## config.mk

```make
export PLATFORM = sky130hd
export DESIGN_NAME = alu_sequencer
export DESIGN_NICKNAME = d
export VERILOG_FILES = /design/src/rtl/alu_sequencer.sv
export SDC_FILE = /design/constraint.sdc
export NUM_CORES = 1
export LEC_CHECK = 0
export ABC_AREA = 1
export CAP_MARGIN = 0
export CORE_UTILIZATION = 49
export DETAILED_ROUTE_END_ITERATION = 8
export GPL_ROUTABILITY_DRIVEN = 0
export GPL_TIMING_DRIVEN = 0
export MAX_ROUTING_LAYER = met4
export PLACE_DENSITY = 0.87
export SYNTH_ARGS = -nofsm -noshare
export SYNTH_HDL_FRONTEND = slang
export SYNTH_SLANG_ARGS = --single-unit
```

## constraint.sdc

```tcl
create_clock -name clk -period 1.9 [get_ports clk]
set_input_delay 0.285 -clock clk [delete_from_list [all_inputs] [get_ports clk]]
set_output_delay 0.285 -clock clk [all_outputs]
set_load 0.01 [all_outputs]
```

## src/rtl/alu_sequencer.sv

```systemverilog
// Button-driven operand/op sequencer for the n-bit ALU.
// Collects A, B and op, holds them for the ALU, then captures result and flags.
module alu_sequencer #(
  parameter int N      = 4,
  parameter int SETTLE = 1
) (
  input  logic         clk,
  input  logic         rst_n,
  input  logic [N-1:0] data_in,
  input  logic         btn_next,
  input  logic         chain_en,
  input  logic [N-1:0] alu_result,
  input  logic [3:0]   alu_flags,
  output logic [N-1:0] alu_a,
  output logic [N-1:0] alu_b,
  output logic [1:0]   alu_op,
  output logic [N-1:0] res_q,
  output logic [3:0]   flags_q,
  output logic         done,
  output logic         busy,
  output logic [2:0]   state_o
);

  typedef enum logic [2:0] {
    S_GET_A  = 3'd0,
    S_GET_B  = 3'd1,
    S_GET_OP = 3'd2,
    S_EXEC   = 3'd3,
    S_DONE   = 3'd4
  } state_e;

  localparam logic [3:0] LAST = 4'(SETTLE - 1);

  state_e       state_q, state_d;
  logic [N-1:0] a_q, a_d;
  logic [N-1:0] b_q, b_d;
  logic [1:0]   op_q, op_d;
  logic [N-1:0] r_q, r_d;
  logic [3:0]   f_q, f_d;
  logic [3:0]   cnt_q, cnt_d;
  logic         s1_q, s2_q, s3_q;
  logic         press;

  // s1/s2 synchronize the raw button, s3 is the edge-detect history
  assign press = s2_q & ~s3_q;

  always_comb begin
    state_d = state_q;
    a_d     = a_q;
    b_d     = b_q;
    op_d    = op_q;
    r_d     = r_q;
    f_d     = f_q;
    cnt_d   = cnt_q;
    case (state_q)
      S_GET_A: begin
        if (press) begin
          a_d     = data_in;
          state_d = S_GET_B;
        end
      end
      S_GET_B: begin
        if (press) begin
          b_d     = data_in;
          state_d = S_GET_OP;
        end
      end
      S_GET_OP: begin
        if (press) begin
          op_d    = data_in[1:0];
          cnt_d   = 4'd0;
          state_d = S_EXEC;
        end
      end
      S_EXEC: begin
        cnt_d = cnt_q + 4'd1;
        if (cnt_q == LAST) begin
          r_d     = alu_result;
          f_d     = alu_flags;
          state_d = S_DONE;
        end
      end
      S_DONE: begin
        if (press) begin
          if (chain_en) begin
            a_d     = r_q;
            state_d = S_GET_B;
          end else begin
            state_d = S_GET_A;
          end
        end
      end
      default: state_d = S_GET_A;
    endcase
  end

  always_ff @(posedge clk or negedge rst_n) begin
    if (!rst_n) begin
      state_q <= S_GET_A;
      a_q     <= '0;
      b_q     <= '0;
      op_q    <= '0;
      r_q     <= '0;
      f_q     <= '0;
      cnt_q   <= '0;
      s1_q    <= 1'b0;
      s2_q    <= 1'b0;
      s3_q    <= 1'b0;
    end else begin
      state_q <= state_d;
      a_q     <= a_d;
      b_q     <= b_d;
      op_q    <= op_d;
      r_q     <= r_d;
      f_q     <= f_d;
      cnt_q   <= cnt_d;
      s1_q    <= btn_next;
      s2_q    <= s1_q;
      s3_q    <= s2_q;
    end
  end

  assign alu_a   = a_q;
  assign alu_b   = b_q;
  assign alu_op  = op_q;
  assign res_q   = r_q;
  assign flags_q = f_q;
  assign done    = (state_q == S_DONE);
  assign busy    = (state_q == S_EXEC);
  assign state_o = state_q;

endmodule

```

# Word level (Yosys, flattened, before mapping)
# Cells that the tools add are included.
# totals
regBits,28
wordCells,46
# classes
addsub,1
n_eq_ne,10
mux,13
n_bitwise,2
n_reduce_logical,10
# ops
op,n
$mux 4,4
$pmux 4 s2,2
$mux 3,5
$pmux 3 s5,1
$ne 2x2->1 const B,4
$reduce_and 2->1,4
$eq 3x2->1 const B,2
$reduce_and 5->1,1
$add 4x1->4 const B,1
$logic_not 4->1,1
$ne 2x1->1 const B,2
$reduce_and 4->1,1
$reduce_bool 2->1,2
$eq 3x1->1 const B,1
$eq 3x3->1 const B,1
$logic_not 3->1,1
$and 1x1->1,1
$mux 1,1
$not 1->1,1

# Depth between registers and ports, before layout
# Gate-level depths: netlist of run 1.
# depth
ltp_word,4
depth_mapped,7
depth_no_buf,7

# Worst setup path before layout of run 1
# No wires, ideal clock.
# synth_path
kind,reg-to-reg
from,"reg state_q[0], in the netlist state_o[0]"
to,"reg f_q[1], in the netlist flags_q[1]"
arrival_time_ps,1158
t_required_ps,1783
slack_ps,625
path_stages_with_launch,7
n_path_buf,1
cell_sequence,dfrtp_1 > nand2_2 > nor2_4 > nand4_4 > buf_6 > nand2_2 > o21ai_2
# synth_between
elab_chain_cells,2
# synth_rtl
item,line,source
"start, declared",34,"state_e state_q, state_d;"
"start signal, assigned",110,state_q <= state_d;
$eq 3x2->1,-,
via busy,20,"output logic busy,"
$reduce_and 2->1 (no source line),-,
"end signal, assigned",104,f_q <= '0;
"end signal, assigned",115,f_q <= f_d;
"end, declared",39,"logic [3:0] f_q, f_d;"
# The timed path passes the listed nets, and every way through them passes these cells.
# A chain may end at the register's enable or synchronous reset.

# Worst setup path after layout of run 1
# layout_path
from,"reg state_q[1], in the netlist state_o[1]"
to,out state_o[1]
# layout_rtl
item,line,source
"end, declared",21,output logic [2:0] state_o
# No word-level cell between the ends.

==> flow_summary.ini, run 1 <==
[critical_path]
timing.critical_path.buf_inv = 3
critical-path-slowest-cell = clkdlybuf4s50_1
critPathMaxStageDelay_ps = 470
cp_max_fo = 5
worst_ep_required_time_ps = 1620
cp_top_family = buffers and inverters
critPathCapture = state_o[1]
kind_of_critical_path = reg -> out
rrSetupSlack_ps = 460
timing.critical_path.arrival_ps = 1530
path_common_cell = buf_4
crit_path_start = state_o[1]$_DFFE_PN0P_
worst_setup_path_end_kind = output pin
setup.worst_path.start_class = flip-flop
worst-path-stages = 3
rr_startpoint = state_o[1]$_DFFE_PN0P_
worst_r2r_endpoint = alu_b[3]$_DFFE_PN0P_
worst-r2r-cell-count = 6
cp_cell_sequence = buf_4 -> buf_4 -> clkdlybuf4s50_1

[clock_tree]
clock_insertion_delay_worst_skew_ps = 320
htree_levels = 1
cts_root_buffer = clkbuf_4
cts_sinks = 28
cts_tree = yes
clk_pin_slew_worst_paths_ps = 140
maximum_count_of_clock_buffers_along_a_single_path = 2
cts_inserted_buffers = 3
number_of_hold_buffers_added_after_cts = 0

[logic_synthesis]
cell_area_after_synthesis_um2 = 1270
synth_seq_area_share = 0.552
synthDominantCellAreaShare = 0.552
synth_nets = 156
synthDistinctLibCells = 19
synth-seq-cells = 28
synthesis.instances = 138
synth_top_cells_by_area = dfrtp_1 55%, nand2_1 7.7%, inv_1 7.4%
yosys_warnings = 0
avgSynthCellArea_um2 = 9.19
synth_top_cell_by_area = dfrtp_1

[drt]
drt_first_iter_violations = 36
drt_first_pass_iters = 4
post_drt_via_cell_ratio = 5.22
remaining_drc_errors = 0
vias = 1111
route.final.wire_length_um = 2790
number_of_antenna_violating_nets_in_the_routed_design = 0
wl_per_cell_um = 13.1

[floorplanning]
design.core.area_um2 = 2450
num_io_pins = 39
die-height_um = 52.9
initial_core_utilization = 0.517
row_count = 18
fp.dieArea_um2 = 2800
die_x_um = 52.9

[timing]
worst_slew_margin_rel = 0.200
finalMaxSlewViolations = 0
timing.final.setup_violations = 0
max_clock_freq_mhz = 550
setup_repair_after_global_routing_missed_its_margin = no
setup_total_negative_slack_ps = 0
finalHoldViolations = 0
setup_clock_skew_after_layout_ps = 6.32
final_period_minus_worst_setup_slack_ps = 1820
transition_time_at_the_pin_with_the_least_slew_margin_ps = 1200
minimum_setup_slack_in_the_final_design_ps = 80.8
layout_worst_path_cycle_share = 0.957

[final_layout]
drive_above_1_share = 0.142
area_growth_syn_to_layout_pct = 38.4
n_antenna_cell = 0
num-nets-final = 202

[global_routing]
grt_remaining_overflow = 0
grt_usage = 0.236
grt_pass1_vias = 1005
global_route_wire_length_before_repair_um = 4590
number_of_antenna_violations_at_the_first_check_in_global_routing = 0
largest_net_degree_at_the_start_of_global_routing = 29

[placed_design]
dp_worst_slack_ps = 45.3
numPortBuffers = 38
post_dp_hpwl_um = 2030

[run_status]
outcome = finished clean

[hold_path]
hold_class = reg -> reg

[power]
power_density_cells_nw_per_um2 = 1640
ir_drop_v = 0.000963
power.static_leakage_nw = 0.843

[run]
cap_violations = 0
==> state kept, by name, summed over array words and instances, names as in the netlist <==
name	flops
alu_op	2
cnt_q	4
state_o	3
s3_q	1
alu_b	4
s1_q	1
flags_q	4
alu_a	4
s2_q	1
res_q	4
==> per-stage QoR <==
stage	cells	power [mW]	hold WS (ps)	utilization	area, um^2
detailed placement	206	2.50	344	0.687	1690
CTS	213	2.87	375	0.715	1760
global route	213	3.09	372	0.715	1760
finish	213	2.87	377	0.715	1760
global placement	206	2.41	336	0.687	1690
floorplan	138	1.82	-10.6	-	1270
==> cells in the final DEF, fill, tap and decap left out, drive strengths merged, types with 4 or more instances in the layout <==
cell,netlist,routed
o21ai,32,32
clkdlybuf4s50,0,36
dfrtp,28,28
nor2,9,9
nand3,6,6
clkbuf,0,4
buf,1,4
nand2,28,28
inv,25,25
==> report_power, final <==
part	total (mW)	leakage (nW)	internal, mW	switching, mW
sequential	1.06	0.344	0.861	0.194
combinational	1.53	0.477	0.744	0.783
clock	0.288	0.0210	0.117	0.170
==> worst reg2reg max path, delay by kind of cell (launching register included) <==
family / cells / cell delay, ps
buffers and inverters: 2 / 290
AO/OA/AOI/OAI: 1 / 90
flip-flops: 1 / 450
AND/OR/NAND/NOR: 3 / 500
==> kinds of logic (layout without fill, tap and decap cells) <==
logic type	count (synthesis)	in the layout	share of synthesized area
AOI/OAI and AO/OA	35	35	0.168
xor gates and xnor gates	1	1	0.00690
adders and majority gates	2	2	0.0197
buffers and inverters	26	71	0.0828
DFF	28	28	0.552
and+or+nand+nor	46	46	0.171
==> area by class of cell <==
cell class / instances / area [um^2]
clock buffers: 4 / 36.3
well taps: 30 / 37.5
flip-flops and latches: 28 / 703
repair buffers: 41 / 400
fillers: 193 / 699
multi-input cells: 84 / 473
plain buffers: 1 / 11.3
inverters: 25 / 93.8
==> synthesized netlist by cell type <==
master	count
inv_1	25
nand4_4	1
o211ai_1	1
nand2_2	2
nor2_1	8
nor2_4	1
dfrtp_1	28
nand2_1	26
a21oi_1	1
o21ai_2	9
xnor2_1	1
buf_6	1
ha_1	2
nand4_1	1
o22ai_1	1
o21ai_0	18
nand3b_1	1
o21ai_1	5
nand3_1	6
==> routing by layer <==
layer	wire (um)	track usage	share of wire	up-vias
li1	-	-	-	535
met2	1450	0.384	0.52	45
met3	145	0.0259	0.052	4
met1	1170	0.305	0.42	527
met5	0	-	0	-
met4	25	0.0877	0.0090	0
==> timing repair <==
item                                    CTS  global route
endpoints found under the setup margin    2             0
resized for setup                         8             0
setup buffers                             3             0
==> how the worst min path moves through the flow <==
stage,to,cells past startpoint,from
floorplan,alu_a[0]$_DFFE_PN0P_,0,rst_n
global placement,s2_q$_DFF_PN0_,0,s1_q$_DFF_PN0_
detailed placement,s2_q$_DFF_PN0_,0,s1_q$_DFF_PN0_
CTS,s2_q$_DFF_PN0_,0,s1_q$_DFF_PN0_
global route,s1_q$_DFF_PN0_,1,btn_next
finish,s2_q$_DFF_PN0_,0,s1_q$_DFF_PN0_
No activity file was read; power rests on OpenSTA's default activity.
==> run 2, diff against run 1 <==
CORE_ASPECT_RATIO = 0.7   (was unset)
CORE_MARGIN = 1.5   (was unset)
GPL_TIMING_DRIVEN = 1   (was 0)
==> flow_summary.ini, run 2 (same netlist as run 1, synthesis figures left out) <==
[timing]
whs_ps = 354
transition_time_at_the_pin_with_the_least_slew_margin_ps = 370
layout_worst_path_cycle_share = 0.913
final_period_minus_worst_setup_slack_ps = 1730
max_clock_freq_mhz = 577
finalMaxSlewViolations = 0
setup_repair_after_global_routing_missed_its_margin = no
setup_total_negative_slack_ps = 0
finalHoldViolations = 0
setup_clock_skew_after_layout_ps = 1.60
timing.final.setup_violations = 0
worst_slew_margin_rel = 0.752

[placed_design]
post_dp_hpwl_um = 2140
numPortBuffers = 38

[floorplanning]
die_x_um = 63.8
die-height_um = 45.6
fp.dieArea_um2 = 2910
num_io_pins = 39
row_count = 15
design.core.area_um2 = 2460
initial_core_utilization = 0.516

[run]
cap_violations = 0

[clock_tree]
cts_sinks = 28
cts_inserted_buffers = 3
clk_pin_slew_worst_paths_ps = 90
cts_tree = yes
number_of_hold_buffers_added_after_cts = 0
htree_levels = 1
cts_root_buffer = clkbuf_8
clock_insertion_delay_worst_skew_ps = 270
maximum_count_of_clock_buffers_along_a_single_path = 2
post_cts.repair.setup_buffers = 0

[critical_path]
timing.critical_path.arrival_ps = 1450
setup.worst_path.start_class = flip-flop
rr_startpoint = s2_q$_DFF_PN0_
cp_max_fo = 7
worst_setup_path_end_kind = output pin
worst-r2r-cell-count = 6
rrSetupSlack_ps = 420
worst_r2r_endpoint = alu_a[1]$_DFFE_PN0P_
kind_of_critical_path = reg -> out
worst_ep_required_time_ps = 1620

[final_layout]
layout_commonest_cell = clkdlybuf4s50_1
area_growth_syn_to_layout_pct = 40.2
fill_cells = 166
final_cell_mix = 36 x clkdlybuf4s50_1, 27 x dfrtp_1, 26 x nand2_1
drive_above_1_share = 0.121
num-nets-final = 201
n_antenna_cell = 0
final_core_utilization = 0.724

[power]
power_density_cells_nw_per_um2 = 1670
power.static_leakage_nw = 0.865
ir_drop_v = 0.000695

[global_routing]
grt_usage = 0.207
global_route_wire_length_before_repair_um = 4370
number_of_antenna_violations_at_the_first_check_in_global_routing = 0
grt_pass1_vias = 987
largest_net_degree_at_the_start_of_global_routing = 29
grt_remaining_overflow = 0

[drt]
wl_per_cell_um = 12.7
remaining_drc_errors = 0
drt_first_pass_iters = 4
number_of_antenna_violating_nets_in_the_routed_design = 0
post_drt_via_cell_ratio = 4.92
drt_first_iter_violations = 60
vias = 1062
route.final.wire_length_um = 2740

[hold_path]
hold_depth = 0
hold_class = reg -> reg
hold_path.startpoint = s1_q$_DFF_PN0_
holdPathEnd = s2_q$_DFF_PN0_

[run_status]
outcome = finished clean
==> run 2: cell count changes in the layout (fill, tap and decap cells not counted), sizes merged <==
cell and delta:
dlygate4sd2 -1, buf -1, clkbuf -1, dlymetal6s2s +1, bufinv +1
==> run 2: what timing repair did <==
item                                    4_1_cts  5_1_grt
hold endpoints to repair                      0        0
gates resized for setup                       3        1
endpoints found under the setup margin        1        1
==> run 2: per-layer routing <==
| metal | share of wire | wire length (um) | GRT usage |
|---|---|---|---|
| met5 | 0 | 0 | - |
| met3 | 0.071 | 194 | 0.0668 |
| met1 | 0.42 | 1150 | 0.240 |
| met2 | 0.50 | 1380 | 0.367 |
| met4 | 0.0037 | 10 | 0.0261 |
==> run 2: power breakdown <==
group | internal, mW | switching [mW] | total, mW
Combinational | 0.709 | 0.745 | 1.45
Sequential | 0.861 | 0.195 | 1.06
Clock | 0.282 | 0.178 | 0.460
Total | 1.85 | 1.12 | 2.97
==> run 2: cell type report <==
class | instances | area [um^2] | area share
timing repair buffer | 41 | 404 | 0.227
clock buffer | 3 | 41.3 | 0.0232
inverter | 25 | 93.8 | 0.0527
clock inverter | 1 | 30.0 | 0.0169
tap | 34 | 42.5 | 0.0239
sequential | 28 | 702 | 0.395
multi-input combinational | 84 | 465 | 0.262
==> run 2: worst max path at each step <==
| stage | startpoint | to | slack (ps) |
|---|---|---|---|
| 2_1_floorplan | state_o[0]$_DFFE_PN0P_ | flags_q[1]$_DFFE_PN0P_ | 630 |
| 3_3_place_gp | state_o[0]$_DFFE_PN0P_ | done | 240 |
| 3_5_place_dp | state_o[0]$_DFFE_PN0P_ | done | 100 |
| 4_1_cts | state_o[1]$_DFFE_PN0P_ | busy | 10 |
| 5_1_grt | state_o[0]$_DFFE_PN0P_ | done | 110 |
| 6_report | state_o[0]$_DFFE_PN0P_ | done | 170 |
==> run 2: critical path, cell delays in order (launching register included) <==
cell	delay [ps]
dfrtp_2	480
nor2_2	170
nand2_1	100
inv_1	130
dlygate4sd2_1	300
==> run 2: metrics by stage <==
stage	total power [mW]	instance area, um^2	std cells	worst slack [ps]
floorplan	1.82	1270	138	625
global placement	2.42	1700	212	236
detailed placement	2.51	1700	212	99.4
finish	2.97	1780	216	166
global route	3.18	1780	216	114
CTS	2.99	1780	216	14.5
